$ cat src/rtl/bitty_defs.sv
// Shared definitions for the bitty core blocks: instruction width, fetch
// sequencer state encoding and the default watchdog limit.
package bitty_defs;

    localparam int INSTR_W     = 16;
    localparam int TIMEOUT_DEF = 255;

    typedef enum logic [2:0] {
        S_IDLE      = 3'd0,
        S_FETCH     = 3'd1,
        S_LATCH     = 3'd2,
        S_ISSUE     = 3'd3,
        S_WAIT_DONE = 3'd4,
        S_NEXT      = 3'd5
    } fetch_state_t;

    // Counter width able to hold the value `limit` itself.
    function automatic int wd_width(input int limit);
        return (limit < 1) ? 1 : $clog2(limit + 1);
    endfunction

endpackage

$ cat src/rtl/bitty_watchdog.sv
// Cycle watchdog: counts enabled cycles since the last clear and flags the
// cycle in which the count reaches TIMEOUT.
module bitty_watchdog
    import bitty_defs::*;
#(
    parameter int TIMEOUT = TIMEOUT_DEF
) (
    input  logic clk,
    input  logic reset,
    input  logic clear,
    input  logic count_en,
    output logic expired
);

    localparam int CNT_W = wd_width(TIMEOUT);

    logic [CNT_W-1:0] r_count;
    logic [CNT_W-1:0] w_base;
    logic [CNT_W-1:0] w_next;

    // A clear in the same cycle as an enable restarts the count at 1, so the
    // clearing cycle itself is the first counted cycle.
    assign w_base  = clear ? '0 : r_count;
    assign w_next  = w_base + CNT_W'(count_en);
    assign expired = count_en && (w_next == CNT_W'(TIMEOUT));

    always_ff @(posedge clk or posedge reset) begin
        if (reset) begin
            r_count <= '0;
        end else begin
            r_count <= w_next;
        end
    end

endmodule

$ cat src/rtl/bitty_fetch.sv
// Instruction fetch sequencer: walks pc over prog_len instructions, hands each
// word to the core with a one-cycle run pulse and waits for done under a watchdog.
module bitty_fetch
    import bitty_defs::*;
#(
    parameter int ADDR_W  = 8,
    parameter int TIMEOUT = TIMEOUT_DEF
) (
    input  logic               clk,
    input  logic               reset,
    input  logic               start,
    input  logic [ADDR_W-1:0]  prog_len,
    output logic [ADDR_W-1:0]  mem_addr,
    input  logic [INSTR_W-1:0] mem_rdata,
    output logic               run,
    output logic [INSTR_W-1:0] instruction,
    input  logic               done,
    output logic               busy,
    output logic               finished,
    output logic               timeout_err,
    output logic [ADDR_W-1:0]  inst_count
);

    fetch_state_t r_state;
    fetch_state_t w_next_state;

    logic [ADDR_W-1:0]  r_pc;
    logic [ADDR_W-1:0]  r_len;
    logic [ADDR_W-1:0]  r_count;
    logic [INSTR_W-1:0] r_instr;
    logic               r_finished;
    logic               r_timeout_err;

    logic w_run;
    logic w_busy;
    logic w_wd_clear;
    logic w_wd_count;
    logic w_wd_expired;
    logic w_last;

    // Watchdog restarts on issue and runs only while the core has not answered,
    // so a done in the expiry cycle suppresses the expiry.
    assign w_wd_clear = (r_state == S_ISSUE);
    assign w_wd_count = (r_state == S_ISSUE) || ((r_state == S_WAIT_DONE) && !done);
    assign w_last     = (r_count == r_len);

    bitty_watchdog #(
        .TIMEOUT (TIMEOUT)
    ) u_watchdog (
        .clk      (clk),
        .reset    (reset),
        .clear    (w_wd_clear),
        .count_en (w_wd_count),
        .expired  (w_wd_expired)
    );

    always_ff @(posedge clk or posedge reset) begin
        if (reset) begin
            r_state <= S_IDLE;
        end else begin
            r_state <= w_next_state;
        end
    end

    always_comb begin
        w_next_state = r_state;
        w_run        = 1'b0;
        w_busy       = 1'b1;
        case (r_state)
            S_IDLE: begin
                w_busy = 1'b0;
                if (start && (prog_len != '0)) begin
                    w_next_state = S_FETCH;
                end
            end
            S_FETCH: begin
                w_next_state = S_LATCH;
            end
            S_LATCH: begin
                w_next_state = S_ISSUE;
            end
            S_ISSUE: begin
                w_run        = 1'b1;
                w_next_state = S_WAIT_DONE;
            end
            S_WAIT_DONE: begin
                if (done) begin
                    w_next_state = S_NEXT;
                end else if (w_wd_expired) begin
                    w_next_state = S_IDLE;
                end
            end
            S_NEXT: begin
                w_next_state = w_last ? S_IDLE : S_FETCH;
            end
            default: begin
                w_busy       = 1'b0;
                w_next_state = S_IDLE;
            end
        endcase
    end

    always_ff @(posedge clk or posedge reset) begin
        if (reset) begin
            r_pc          <= '0;
            r_len         <= '0;
            r_count       <= '0;
            r_instr       <= '0;
            r_finished    <= 1'b0;
            r_timeout_err <= 1'b0;
        end else begin
            r_finished <= 1'b0;
            case (r_state)
                S_IDLE: begin
                    if (start) begin
                        if (prog_len == '0) begin
                            r_finished <= 1'b1;
                        end else begin
                            r_len         <= prog_len;
                            r_pc          <= '0;
                            r_count       <= '0;
                            r_timeout_err <= 1'b0;
                        end
                    end
                end
                S_LATCH: begin
                    r_instr <= mem_rdata;
                end
                S_WAIT_DONE: begin
                    if (done) begin
                        r_count <= r_count + ADDR_W'(1);
                    end else if (w_wd_expired) begin
                        r_timeout_err <= 1'b1;
                    end
                end
                S_NEXT: begin
                    // pc is ADDR_W wide, so the increment wraps all-ones to zero.
                    if (w_last) begin
                        r_finished <= 1'b1;
                    end else begin
                        r_pc <= r_pc + ADDR_W'(1);
                    end
                end
                default: begin
                end
            endcase
        end
    end

    assign mem_addr    = r_pc;
    assign run         = w_run;
    assign busy        = w_busy;
    assign instruction = r_instr;
    assign finished    = r_finished;
    assign timeout_err = r_timeout_err;
    assign inst_count  = r_count;

endmodule

$ cat config.mk
export PLATFORM = sky130hd
export DESIGN_NAME = bitty_fetch
export DESIGN_NICKNAME = d
export VERILOG_FILES = /design/src/rtl/bitty_defs.sv /design/src/rtl/bitty_watchdog.sv /design/src/rtl/bitty_fetch.sv
export SDC_FILE = /design/constraint.sdc
export NUM_CORES = 1
export LEC_CHECK = 0
export CORE_MARGIN = 4
export CORE_UTILIZATION = 30
export CTS_BUF_LIST = sky130_fd_sc_hd__clkbuf_8
export CTS_CLUSTER_DIAMETER = 40
export DETAILED_ROUTE_END_ITERATION = 10
export GPL_ROUTABILITY_DRIVEN = 1
export GPL_TIMING_DRIVEN = 0
export PLACE_DENSITY = 0.64
export SLEW_MARGIN = 20
export SYNTH_ARGS = -nofsm -noshare
export SYNTH_HDL_FRONTEND = slang
export SYNTH_SLANG_ARGS = --single-unit
$ cat constraint.sdc
create_clock -name clk -period 3 [get_ports clk]
set_input_delay 0.3 -clock clk [delete_from_list [all_inputs] [get_ports clk]]
set_output_delay 0.3 -clock clk [all_outputs]
set_load 0.02 [all_outputs]
# Word level (Yosys, flattened, before mapping)
# Index checks and enable logic that the tools add are counted.
[word_totals] ff_bits=53 word_cells=66 input_bits=28 output_inout_bits=36
[op_classes] reduce_logical=16 bitwise=1 n_mux=23 addsub=3 eq_ne=15
[op_table] cell="2-to-1 mux 8 bit" n=5
[op_table] cell="one-hot mux 8 bit (2 select lines)" n=2
[op_table] cell="one-hot mux 3 bit (6 select lines)" n=1
[op_table] cell="adder 8 x 1 -> 8 bit (second input constant)" n=2
[op_table] cell="inequality test 2 bit (second input constant)" n=6
[op_table] cell="2-to-1 mux 1 bit" n=10
[op_table] cell="2-to-1 mux 3 bit" n=3
[op_table] cell="adder 8 x 1 -> 8 bit" n=1
[op_table] cell="equality test 8 bit" n=1
[op_table] cell="equality test 8 bit (second input constant)" n=1
[op_table] cell="logical NOT 8 bit" n=1
[op_table] cell="AND reduction 4 bit" n=2
[op_table] cell="nonzero test 8 bit" n=1
[op_table] cell="equality test 3 x 2 -> 1 bit (second input constant)" n=2
[op_table] cell="equality test 3 bit (second input constant)" n=2
[op_table] cell="AND reduction 5 bit" n=1
[op_table] cell="OR reduction 5 bit" n=1
[op_table] cell="one-hot mux 1 bit (2 select lines)" n=2
[op_table] cell="nonzero test 2 bit" n=2
[op_table] cell="equality test 3 x 1 -> 1 bit (second input constant)" n=1
[op_table] cell="logical AND 1 bit" n=3
[op_table] cell="logical NOT 3 bit" n=1
[op_table] cell="inequality test 3 x 2 -> 1 bit (second input constant)" n=1
[op_table] cell="AND reduction 3 bit" n=1
[op_table] cell="other kinds (5)" n=5

# Logic depth before layout (Yosys ltp)
[depth] depth_word=9 mapped_depth=9 depth_no_buf=8

# Hierarchy
# A second synthesis with hierarchy kept.
[hier_totals] hier_cells=234 hier_area_um2=2532.4
[modules_own_cells] mod="bitty_fetch" cells_each=194 area_per_inst_um2=2112.0 seq_area_each_um2=1126.1 instances=1
[modules_own_cells] mod="bitty_watchdog" cells_each=40 area_per_inst_um2=420.4 seq_area_each_um2=200.2 instances=1

# Least setup slack after synthesis
# Ideal clock, no wire load.
[synth_timing] path_type="reg-to-reg" startpoint="register r_state[2]" endpoint="register r_state[2]" t_required_ns=2.872 path_stages_with_launch=10 synth_period_minus_slack_ns=2.062 path_slack_ns=0.938 arrival_time_ns=1.934 n_path_buf=1 setup_ns=0.128 cell_sequence="dfrtp_1 > clkbuf_2 > nand2b_1 > or2_2 > and2_1 > ha_1 > and4b_1 > nand4_1 > nor3_1 > o21ai_0"
[synth_between] elab_chain_len=8 elab_cells_between_ends=16 cone_classes="add/sub: 1; eq/ne: 8; mux: 2; reduce/logical: 5"
[synth_rtl] element="start: declaration" line="bitty_fetch.sv:24" source="fetch_state_t r_state;"
[synth_rtl] element="start signal: assignment" line="bitty_fetch.sv:61" source="r_state <= w_next_state;"
[synth_rtl] element="equality test 3 bit" line="bitty_fetch.sv:44" source="assign w_wd_count = (r_state == S_ISSUE) || ((r_state == S_WAIT_DONE) && !done);"
[synth_rtl] element="logical AND 1 bit" line="bitty_fetch.sv:44"
[synth_rtl] element="logical OR 1 bit" line="bitty_fetch.sv:44"
[synth_rtl] element="adder 8 x 1 -> 8 bit (*)" line="bitty_watchdog.sv:24" source="assign w_next = w_base + CNT_W'(count_en);"
[synth_rtl] element="via u_watchdog.w_next[1]" line="bitty_watchdog.sv:19" source="logic [CNT_W-1:0] w_next;"
[synth_rtl] element="equality test 8 bit (*)" line="bitty_watchdog.sv:25" source="assign expired = count_en && (w_next == CNT_W'(TIMEOUT));"
[synth_rtl] element="logical AND 1 bit (*)" line="bitty_watchdog.sv:25"
[synth_rtl] element="inequality test 3 x 2 -> 1 bit (no source line) (*)"
[synth_rtl] element="AND reduction 2 bit (no source line) (*)"
# The timed path passes the listed nets; every way through them passes the cells marked *.
# A chain may end at the register's enable or synchronous reset.

# Worst setup path in the final report
[layout_timing] startpoint="register r_state[2]" endpoint="output run"
[layout_between] elab_chain_len=2
[layout_rtl] element="equality test 3 x 2 -> 1 bit" line="bitty_fetch.sv:69" source="case (r_state)"
[layout_rtl] element="2-to-1 mux 1 bit" line="bitty_fetch.sv:69"
[layout_rtl] element="end: declaration" line="bitty_fetch.sv:15" source="output logic run,"
# Every way passes these cells.

==> results.sh <==
export IMPL_min_period_ns=2.40
export IMPL_grt_usage_pct=11.4
export IMPL_place_gp_congestion=0.808
export IMPL_r2r_start="r_state[2]"
export IMPL_hold_class="in -> async"
export IMPL_status="finished, final reports clean"
export IMPL_worst_path_max_delay_cell="clkdlybuf4s50_1"
export IMPL_wl_per_cell_um=13.5
export IMPL_dieWidth_um=99.2
export IMPL_yosysSeqAreaShare_pct=53.1
export IMPL_clk_transition_reported_paths_ns=0.10
export IMPL_first_pass_iters=4
export IMPL_cts_resized=0
export IMPL_antennaDiodeCount=0
export IMPL_io_buffers=63
export IMPL_ys_ff_latch=53
export IMPL_setup_viol=0
export IMPL_initialDrtViolationCount=46
export IMPL_grt_pass1_vias=1916
export IMPL_hold_violations=0
export IMPL_dieArea_mm2=0.00984
export IMPL_synth_cell_types=43
export IMPL_pin_count=64
export IMPL_clock_sinks=53
export IMPL_tightestPinTransition_ns=0.657
export IMPL_drc=0
export IMPL_slowest_delay_ns=0.62
export IMPL_cts_tree="done"
export IMPL_grt_max_degree=54
export IMPL_irDropWorstVdd_mv=0.353
export IMPL_cp_max_fo=10
export IMPL_maxCapViolCount=0
export IMPL_synth_xor_xnor_area_share_pct=7.37
export IMPL_fmax_mhz=416
export IMPL_clockBufferDepth=2
export IMPL_synth_simple_gate_area_share_pct=19.4
export IMPL_slew_viol_final=0
export IMPL_finalPower_mw=2.71
export IMPL_start_util_pct=30.7
export IMPL_ff2ff_path_depth=8
export IMPL_r2r_slack_ns=0.68
export IMPL_netlist_area_mm2=0.00250
export IMPL_grt_antenna_before_repair=0
export IMPL_vias=1872
export IMPL_synth_cells=231
export IMPL_power_density_mw_per_mm2=810
export IMPL_yosys_most_used_dff="dfrtp_1"
export IMPL_skew_ns=0.00655
export IMPL_grt_first_pass_wirelength_um=9280
export IMPL_p_leak_nw=1.53
export IMPL_synth_fa_ha_area_share_pct=1.50
export IMPL_ctsHoldBuffers=0
export IMPL_clock_latency_ns=0.30
export IMPL_dp_hpwl_um=4140
export IMPL_antenna_left=0
export IMPL_synth_area_per_cell_um2=10.8
export IMPL_crit_chain="clkbuf_2, nand2b_1, or2_2, inv_1, clkdlybuf4s50_1"
export IMPL_num_nets_final=332
export IMPL_via_per_inst=4.60
export IMPL_fin_setup_tns_ns=0
export IMPL_cts_made_buffers=5
export IMPL_criticalPathCategory="reg -> out"
export IMPL_rsz0062_at_grt="no"
export IMPL_grt_overflow=0
export IMPL_synthMuxAreaShare_pct=9.22
export IMPL_coreArea_mm2=0.00813
export IMPL_async_flop_share_pct=100
export IMPL_synth_edff_count=0
export IMPL_r2r_end="r_state[2]"
export IMPL_yosysWarnings=0
export IMPL_drive_gt1_share_pct=13.6
export IMPL_rows=33
export IMPL_die_y_um=99.2
export IMPL_synth_compound_area_share_pct=6.27
export IMPL_root_buffer="clkbuf_8"
export IMPL_wl_um=5510
export IMPL_finalCritPeriodShare_pct=80.1
export IMPL_syn_to_final_growth_pct=34.1
export IMPL_cp_end_kind="output pin"
export IMPL_synth_top_family_by_area="simple AND/OR/NAND/NOR gates"
export IMPL_cts_setup_buffers=0
export IMPL_critPathLaunchType="flop"
export IMPL_max_slew_margin_pct=56.2
export IMPL_syn_nets=262
export IMPL_htree_num_levels=2
export IMPL_worstPathRequired_ns=2.70
export IMPL_worstPathArrival_ns=2.10
==> cells in the mapped netlist (all sizes together), types with 2 or more instances <==
cell	number	area share, %
a21oi	8	2.1
and2	2	0.50
and3	7	1.8
and4b	2	0.80
buf	6	2.2
clkbuf	2	0.35
dfrtp	53	53
ha	3	1.5
inv	4	0.60
mux2	16	7.2
mux2i	5	2.0
nand2	43	6.8
nand3	7	1.4
nand4	6	1.5
nor2	16	2.5
nor3	2	0.40
nor4	4	1.0
o21a	2	0.60
o21ai	7	1.4
xnor2	6	2.1
xor2	15	5.3
==> state kept, by name (all words and copies together), names as in the netlist <==
name                count
r_state                 3
u_watchdog.r_count      8
r_len                   8
finished                1
mem_addr                8
instruction            16
inst_count              8
timeout_err             1
==> worst max-delay path by stage <==
| stage | cells past startpoint | end | slack (ns) | startpoint |
|---|---|---|---|---|
| after floorplan | 9 | r_state[2] | 0.94 | r_state[2] |
| after global placement | 2 | inst_count[7] | 0.35 | reset |
| after detailed placement | 9 | r_state[2] | 0.68 | r_state[2] |
| after CTS | 5 | run | 0.57 | r_state[2] |
| after global routing | 5 | run | 0.47 | r_state[2] |
| final | 5 | run | 0.60 | r_state[2] |
==> through the flow <==
step	setup WS [ns]	hold slack [ns]	area, µm²	utilization (%)	instances
finish	0.596	0.447	3350	41.1	407
global route	0.473	0.515	3350	41.1	407
CTS	0.571	0.477	3350	41.1	407
detailed placement	0.677	0.469	3260	40.1	399
global placement	0.351	0.466	3260	40.1	399
floorplan	0.938	0.405	2500	-	231
==> report_power, final <==
part           internal [mW]  total [mW]  leakage (nW)  switching (mW)
logic                  0.616        1.23         0.794           0.618
clock network          0.164       0.403        0.0497           0.240
registers              0.935        1.07         0.682           0.138
total                   1.72        2.71          1.53           0.995
==> kinds of logic (layout without fill, tap and decap cells) <==
group,Yosys count,in the layout
compound gates,24,24
xor+xnor,21,21
fa+ha+maj,3,3
buf+inv,12,83
flops,53,53
mux,21,21
simple gates,97,97
==> layout by cell type, fill, tap and decap left out, drive strengths merged, types with 4 or more instances in the layout <==
master,n
mux2i,5
xor2,15
nor4,4
nand4,6
nand3,7
dfrtp,53
nand2,43
xnor2,6
mux2,16
clkdlybuf4s50,63
nor2,16
a21oi,8
o21ai,7
inv,6
and3,7
clkbuf,7
buf,6
==> layer usage <==
metal / vias to the layer above / GRT usage (%) / wire length, µm
met5: - / 0 / 0
met1: 894 / 15.0 / 2530
met3: 5 / 2.52 / 248
met4: 0 / 2.52 / 52
li1: 932 / - / -
met2: 41 / 19.3 / 2670
==> worst max-delay path, delay by kind of cell (launching register included) <==
kind	cells	cell delay, ns
buffers and inverters	3	0.88
flip-flops	1	0.37
AND/OR/NAND/NOR	2	0.55
==> layout make-up <==
class | count | area, µm²
clock inverters | 3 | 17.5
multi-input cells | 166 | 1090
fillers | 805 | 4790
plain buffers | 8 | 62.6
flip-flops and latches | 53 | 1330
clock buffers | 5 | 68.8
inverters | 4 | 17.5
well taps | 105 | 131
repair buffers | 63 | 631
Power figures use the tool's default switching activity.
